[config.mk]
export PLATFORM = sky130hd
export DESIGN_NAME = stw_test_controller
export DESIGN_NICKNAME = d
export VERILOG_FILES = /design/src/rtl/stw_pkg.sv /design/src/rtl/stw_handshake_timer.sv /design/src/rtl/stw_test_controller.sv
export SDC_FILE = /design/constraint.sdc
export NUM_CORES = 1
export LEC_CHECK = 0
export CELL_PAD_IN_SITES_DETAIL_PLACEMENT = 1
export CELL_PAD_IN_SITES_GLOBAL_PLACEMENT = 2
export CORE_ASPECT_RATIO = 0.5
export CORE_MARGIN = 2
export CORE_UTILIZATION = 27
export CTS_CLUSTER_SIZE = 25
export DETAILED_ROUTE_END_ITERATION = 10
export GPL_ROUTABILITY_DRIVEN = 0
export PLACE_DENSITY = 0.85
export SETUP_SLACK_MARGIN = 0.4
export SYNTH_ARGS = -nofsm -noshare
export SYNTH_HDL_FRONTEND = slang
export SYNTH_SLANG_ARGS = --single-unit
[constraint.sdc]
create_clock -name clk -period 2.2 [get_ports clk]
set_input_delay 0.22 -clock clk [delete_from_list [all_inputs] [get_ports clk]]
set_output_delay 0.22 -clock clk [all_outputs]
set_load 0.03 [all_outputs]
[src/rtl/stw_pkg.sv]
// rtl/stw_pkg.sv - shared types and the constant vector table for the STW test controller
package stw_pkg;

  localparam int STW_WORD_SIZE   = 16;
  localparam int STW_NUM_VECTORS = 4;

  typedef enum logic [2:0] {
    ST_IDLE      = 3'd0,
    ST_LOAD      = 3'd1,
    ST_START     = 3'd2,
    ST_ACK       = 3'd3,
    ST_DONE_WAIT = 3'd4,
    ST_CHECK     = 3'd5,
    ST_FIN       = 3'd6
  } stw_state_t;

  typedef struct packed {
    logic [STW_WORD_SIZE-1:0] op1;
    logic [STW_WORD_SIZE-1:0] op2;
    logic [STW_WORD_SIZE-1:0] add;
    logic [STW_WORD_SIZE-1:0] expected;
  } stw_vector_t;

  // expected = (op1 * op2 + add) mod 2^16, worked out offline so no multiplier is built
  localparam stw_vector_t STW_VECTORS [STW_NUM_VECTORS] = '{
    '{op1: 16'h0003, op2: 16'h0005, add: 16'h0007, expected: 16'h0016},
    '{op1: 16'hFFFF, op2: 16'hFFFF, add: 16'h0000, expected: 16'h0001},
    '{op1: 16'hAAAA, op2: 16'h0001, add: 16'h5555, expected: 16'hFFFF},
    '{op1: 16'h0000, op2: 16'h1234, add: 16'h0000, expected: 16'h0000}
  };

endpackage

[src/rtl/stw_handshake_timer.sv]
// rtl/stw_handshake_timer.sv - per-phase cycle counter that saturates at TIMEOUT
module stw_handshake_timer #(
  parameter int TIMEOUT = 8
) (
  input  logic clk,
  input  logic rst,
  input  logic clear,
  input  logic en,
  output logic expired
);

  localparam int CNT_W = $clog2(TIMEOUT + 1);

  logic [CNT_W-1:0] count;

  // clear wins over en so a phase change always restarts the count at zero
  always_ff @(posedge clk) begin
    if (rst) begin
      count <= '0;
    end else if (clear) begin
      count <= '0;
    end else if (en && (count != CNT_W'(TIMEOUT))) begin
      count <= count + CNT_W'(1);
    end
  end

  assign expired = (count == CNT_W'(TIMEOUT));

endmodule

[src/rtl/stw_test_controller.sv]
// rtl/stw_test_controller.sv - STW initiator: broadcasts test vectors to NUM_PE PEs
// and accumulates their pass/fail and timeout status into a sticky fault map.
module stw_test_controller
  import stw_pkg::*;
#(
  parameter int WORD_SIZE   = STW_WORD_SIZE,
  parameter int NUM_PE      = 16,
  parameter int NUM_VECTORS = STW_NUM_VECTORS,
  parameter int TIMEOUT     = 8
) (
  input  logic                 clk,
  input  logic                 rst,
  input  logic                 test_req,
  input  logic                 clear_map,
  input  logic [NUM_PE-1:0]    pe_complete,
  input  logic [NUM_PE-1:0]    pe_result,
  output logic                 STW_test_load_en,
  output logic [WORD_SIZE-1:0] STW_mult_op1,
  output logic [WORD_SIZE-1:0] STW_mult_op2,
  output logic [WORD_SIZE-1:0] STW_add_op,
  output logic [WORD_SIZE-1:0] STW_expected,
  output logic                 STW_start,
  output logic                 stall,
  output logic                 busy,
  output logic                 done,
  output logic [NUM_PE-1:0]    fault_map,
  output logic                 any_fault
);

  localparam int IDX_W = (NUM_VECTORS > 1) ? $clog2(NUM_VECTORS) : 1;
  localparam logic [IDX_W-1:0] LAST_IDX = IDX_W'(NUM_VECTORS - 1);

  stw_state_t       state;
  stw_state_t       next_state;
  logic [IDX_W-1:0] idx;
  logic [IDX_W-1:0] load_idx;
  stw_vector_t      vec;

  logic [NUM_PE-1:0] acked;
  logic [NUM_PE-1:0] acked_now;
  logic [NUM_PE-1:0] timed_out;
  logic [NUM_PE-1:0] late_done;
  logic              all_acked;
  logic              all_done;

  logic timer_clear;
  logic timer_en;
  logic timer_expired;

  // A PE counts as acknowledged once it has been seen low at any point in ACK,
  // so a fast PE that already re-raised complete is not mistaken for a stuck one.
  assign acked_now = acked | ~pe_complete;
  assign all_acked = &acked_now;
  assign all_done  = &(pe_complete | timed_out);
  assign late_done = ~(pe_complete | timed_out);

  assign load_idx = (state == ST_CHECK) ? (idx + IDX_W'(1)) : idx;
  assign vec      = STW_VECTORS[load_idx];

  stw_handshake_timer #(
    .TIMEOUT (TIMEOUT)
  ) u_timer (
    .clk     (clk),
    .rst     (rst),
    .clear   (timer_clear),
    .en      (timer_en),
    .expired (timer_expired)
  );

  always_comb begin
    next_state  = state;
    timer_clear = 1'b0;
    timer_en    = 1'b0;
    case (state)
      ST_IDLE: begin
        if (test_req) next_state = ST_LOAD;
      end
      ST_LOAD: begin
        next_state = ST_START;
      end
      ST_START: begin
        next_state  = ST_ACK;
        timer_clear = 1'b1;
      end
      ST_ACK: begin
        timer_en = 1'b1;
        if (all_acked || timer_expired) begin
          next_state  = ST_DONE_WAIT;
          timer_clear = 1'b1;
        end
      end
      ST_DONE_WAIT: begin
        timer_en = 1'b1;
        if (all_done || timer_expired) next_state = ST_CHECK;
      end
      ST_CHECK: begin
        next_state = (idx == LAST_IDX) ? ST_FIN : ST_LOAD;
      end
      ST_FIN: begin
        next_state = ST_IDLE;
      end
      default: begin
        next_state = ST_IDLE;
      end
    endcase
  end

  always_ff @(posedge clk) begin
    if (rst) begin
      state        <= ST_IDLE;
      idx          <= '0;
      acked        <= '0;
      timed_out    <= '0;
      fault_map    <= '0;
      STW_mult_op1 <= '0;
      STW_mult_op2 <= '0;
      STW_add_op   <= '0;
      STW_expected <= '0;
    end else begin
      state <= next_state;

      case (state)
        ST_IDLE: begin
          idx <= '0;
          if (clear_map) fault_map <= '0;
        end
        ST_START: begin
          acked     <= '0;
          timed_out <= '0;
        end
        ST_ACK: begin
          acked <= acked_now;
          if (!all_acked && timer_expired) begin
            timed_out <= ~acked_now;
            fault_map <= fault_map | ~acked_now;
          end
        end
        ST_DONE_WAIT: begin
          if (!all_done && timer_expired) begin
            timed_out <= timed_out | late_done;
            fault_map <= fault_map | late_done;
          end
        end
        ST_CHECK: begin
          // timed-out PEs are already flagged; their result lines are meaningless
          fault_map <= fault_map | (~pe_result & ~timed_out);
          idx       <= (idx == LAST_IDX) ? '0 : (idx + IDX_W'(1));
        end
        ST_FIN: begin
          idx <= '0;
        end
        default: begin
        end
      endcase

      if (next_state == ST_LOAD) begin
        STW_mult_op1 <= WORD_SIZE'(vec.op1);
        STW_mult_op2 <= WORD_SIZE'(vec.op2);
        STW_add_op   <= WORD_SIZE'(vec.add);
        STW_expected <= WORD_SIZE'(vec.expected);
      end
    end
  end

  assign STW_test_load_en = (state == ST_LOAD);
  assign STW_start        = (state == ST_START);
  assign busy             = (state == ST_LOAD) || (state == ST_START) || (state == ST_ACK) ||
                            (state == ST_DONE_WAIT) || (state == ST_CHECK);
  assign stall            = busy;
  assign done             = (state == ST_FIN);
  assign any_fault        = |fault_map;

endmodule

==> flow_metrics.tcl, run 1 <==
set metrics [dict create \
    status "finished, final reports clean" \
    path_class "flop to flop" \
    min_period_ns 1.985 \
    ys.flop_type "dfxtp_1" \
    worstSkewPairLatency_ns 0.34 \
    rsz0062_at_grt "true" \
    cts_buffers 9 \
    synth_cell_types 48 \
    area_growth_syn_to_layout_pct 48.84 \
    grt_overflow 0 \
    die_area_sq_um 15470 \
    io_buffers 114 \
    core_area_sq_um 13810 \
    die_x_um 173.9 \
    cts-htree-levels 3 \
    start_util_pct 28.21 \
    ys_ff_latch 66 \
    ir_drop_uv 423.4 \
    arrival_ns 2.23 \
    drtPass1Iterations 4 \
    synth_top_area_share_pct 33.91 \
    leakagePower_uw 0.002757 \
    dieHeight_um 88.95 \
    antenna_found_initial 0 \
    dr.first_iter.drc_count 258 \
    grt_first_pass_wirelength_um 19520 \
    yosys_warnings 0 \
    clk_pin_slew_ns 0.06 \
    drc 0 \
    rr_startpoint "acked[12]" \
    grt_max_degree 21 \
    reg2reg_depth 7 \
    wl_um 13430 \
    crit_start "acked[12]" \
    finalClockSkew_ns 0.006328 \
    syn_area_per_cell_sq_um 8.433 \
    setup_viol 0 \
    path_max_fanout 5 \
    grt_usage_pct 16.41 \
    placed_cells 742 \
    pre_cts_ws_ns -0.1610 \
    rrSetupSlack_ns 0.22 \
    dpl_cell_area_sq_um 5157 \
    vias 3793 \
    nets 611 \
    r2r-end "timed_out[12]" \
    ios 122 \
    crit_end "timed_out[12]" \
    netlist_top_cells_area "dfxtp_1, buf_4, nor2_1" \
    synth_edf_count 0 \
    setup_ws_ns 0.2151 \
    crit_path_end_kind "flop" \
    finalPower_uw 3652 \
    fin_cells 764 \
    min_period_over_period_pct 90.22 \
    hold_violations 0 \
    fin_util_pct 41.98 \
    cts-root-buf "clkbuf_16" \
    finalInstanceArea_sq_um 5799 \
    synth_largest_area_cell "dfxtp_1" \
    hold_path_class "primary input to flop" \
    required_ns 2.45 \
    hpwlAfterDp_um 9344 \
    grt_pass1_vias 3707 \
    final.fill_count 1617 \
    clockBufferDepth 2 \
    diodes 0 \
    synth-async-reset-ratio_pct 0 \
    syn_inst 462 \
    crit_path_start_kind "flop" \
    syn_area_sq_um 3896 \
    slew_violations 0 \
    ys_seq_area_share_pct 33.91 \
    ant_nets 0 \
    p_per_area_nw_per_um2 629.8 \
    core.rowCount 30 \
    max_freq_mhz 503.8 \
    avgViaCountPerCell 4.965 \
    cts_tree "done" \
    cap_viol_max_count 0 \
    cts.sinks 66 \
    drive_gt1_share_pct 23.95 \
    routedWlPerCell_um 17.58 \
]
-- power breakdown --
group | internal (uW) | switching [uW]
clock | 879 | 555
sequential | 1270 | 77.5
combinational | 397 | 471
-- area by class of cell --
| class | count | area [sq um] | share of cell area, % |
|---|---|---|---|
| Clock inverter | 4 | 52.55 | 0.9061 |
| Timing Repair Buffer | 173 | 1692 | 29.17 |
| Inverter | 5 | 18.77 | 0.3236 |
| Sequential cell | 66 | 1334 | 23.00 |
| Multi-Input combinational cell | 312 | 2226 | 38.38 |
| Tap cell | 192 | 240.2 | 4.142 |
| Clock buffer | 12 | 236.5 | 4.078 |
-- Yosys cell counts (all sizes together) (3+ instances only) --
cell and count:
dfxtp 66, or2b 6, nand4 3, a2111oi 17
nand2 22, xor2 3, a21oi 24, a22oi 18
nand2b 13, buf 63, ha 8, a211oi 21
o22ai 8, o21ai 18, and2b 6, inv 5
nor2b 12, nor4 24, and2 18, clkbuf 23
mux2i 6, nor2 46, o21a 17
-- placed cells by master (no fill, tap or decap), types with 5 or more instances in the layout --
cell type,n
buf_6,5
nor2_1,45
or2b_1,6
a22oi_1,17
nor4_1,18
dlygate4sd2_1,17
o21a_1,17
mux2i_1,6
a211oi_1,6
dfxtp_2,10
a21oi_1,22
ha_1,7
o21ai_0,14
a2111oi_0,14
dlymetal6s2s_1,33
nand2b_1,13
clkdlybuf4s50_1,60
o22ai_1,7
and2_1,15
dfxtp_1,56
a211oi_2,14
inv_1,5
clkbuf_16,10
nand2_1,21
buf_4,55
conb_1,7
nor2b_4,6
-- state kept, by name, indices dropped and copies added (netlist names) --
signal,flops
STW_mult_op2,2
STW_add_op,1
STW_expected,2
state,3
acked,16
u_timer.count,4
STW_mult_op1,4
timed_out,16
idx,2
fault_map,16
-- cell families (layout without fill, tap and decap cells) --
logic type      after synthesis  in the layout  synth area share (%)
compound gates              129            130                 24.15
simple gates                157            157                 21.93
flops                        66             66                 33.91
xor+xnor                      4              4                0.8993
fa+ha+maj                     8              8                 2.569
other cells                   1              7               0.09625
buf+inv                      91            194                 14.90
mux                           6              6                 1.541
-- per-layer routing --
| metal | routed length (um) | global-route usage, % | share of wire, % | vias up |
|---|---|---|---|---|
| met2 | 5916 | 26.11 | 44 | 132 |
| met5 | 0 | 0 | 0 | - |
| li1 | - | - | - | 1806 |
| met3 | 785 | 4.592 | 5.8 | 13 |
| met1 | 6558 | 21.71 | 49 | 1842 |
| met4 | 171 | 5.653 | 1.3 | 0 |
-- critical path, cell delays in order, from the launching register on --
cell and delay [ns]:
dfxtp_2 0.32, and2b_2 0.26, nor4_4 0.27, and2_4 0.21
a211oi_4 0.06, or3_4 0.38, buf_8 0.15, a211oi_2 0.23
-- worst min-delay path by stage --
stage                    from   endpoint  slack [ns]  cells after the start
2_1_floorplan  pe_complete[0]   acked[0]        0.43                      2
3_3_place_gp        acked[13]  acked[13]        0.44                      1
3_5_place_dp        acked[12]  acked[12]        0.46                      1
4_1_cts             acked[12]  acked[12]        0.47                      1
5_1_grt        pe_complete[9]   acked[9]        0.36                      3
6_report       pe_complete[9]   acked[9]        0.34                      3
-- metrics by stage --
stage	hold WS (ns)	setup TNS [ns]
2_1_floorplan	0.4298	0
3_3_place_gp	0.4389	-1.690
3_5_place_dp	0.4555	-2.284
4_1_cts	0.4684	0
5_1_grt	0.3557	0
6_report	0.3352	0
-- repair_timing --
action,in CTS,in global routing
gates cloned,0,2
setup buffers,2,2
hold endpoints to repair,0,0
endpoints found under the setup margin,76,80
pin swaps,3,18
hold buffers,0,0
resized for setup,38,74
Note: power is estimated with default switching activity, not from simulation.
==> run 2: changes to the inputs <==
- ABC_CLOCK_PERIOD_IN_PS: not set -> 2200
- HOLD_SLACK_MARGIN: not set -> 0.05
==> results of run 2 <==
Same layout as run 1: the final DEF is identical, and so are final timing and power.
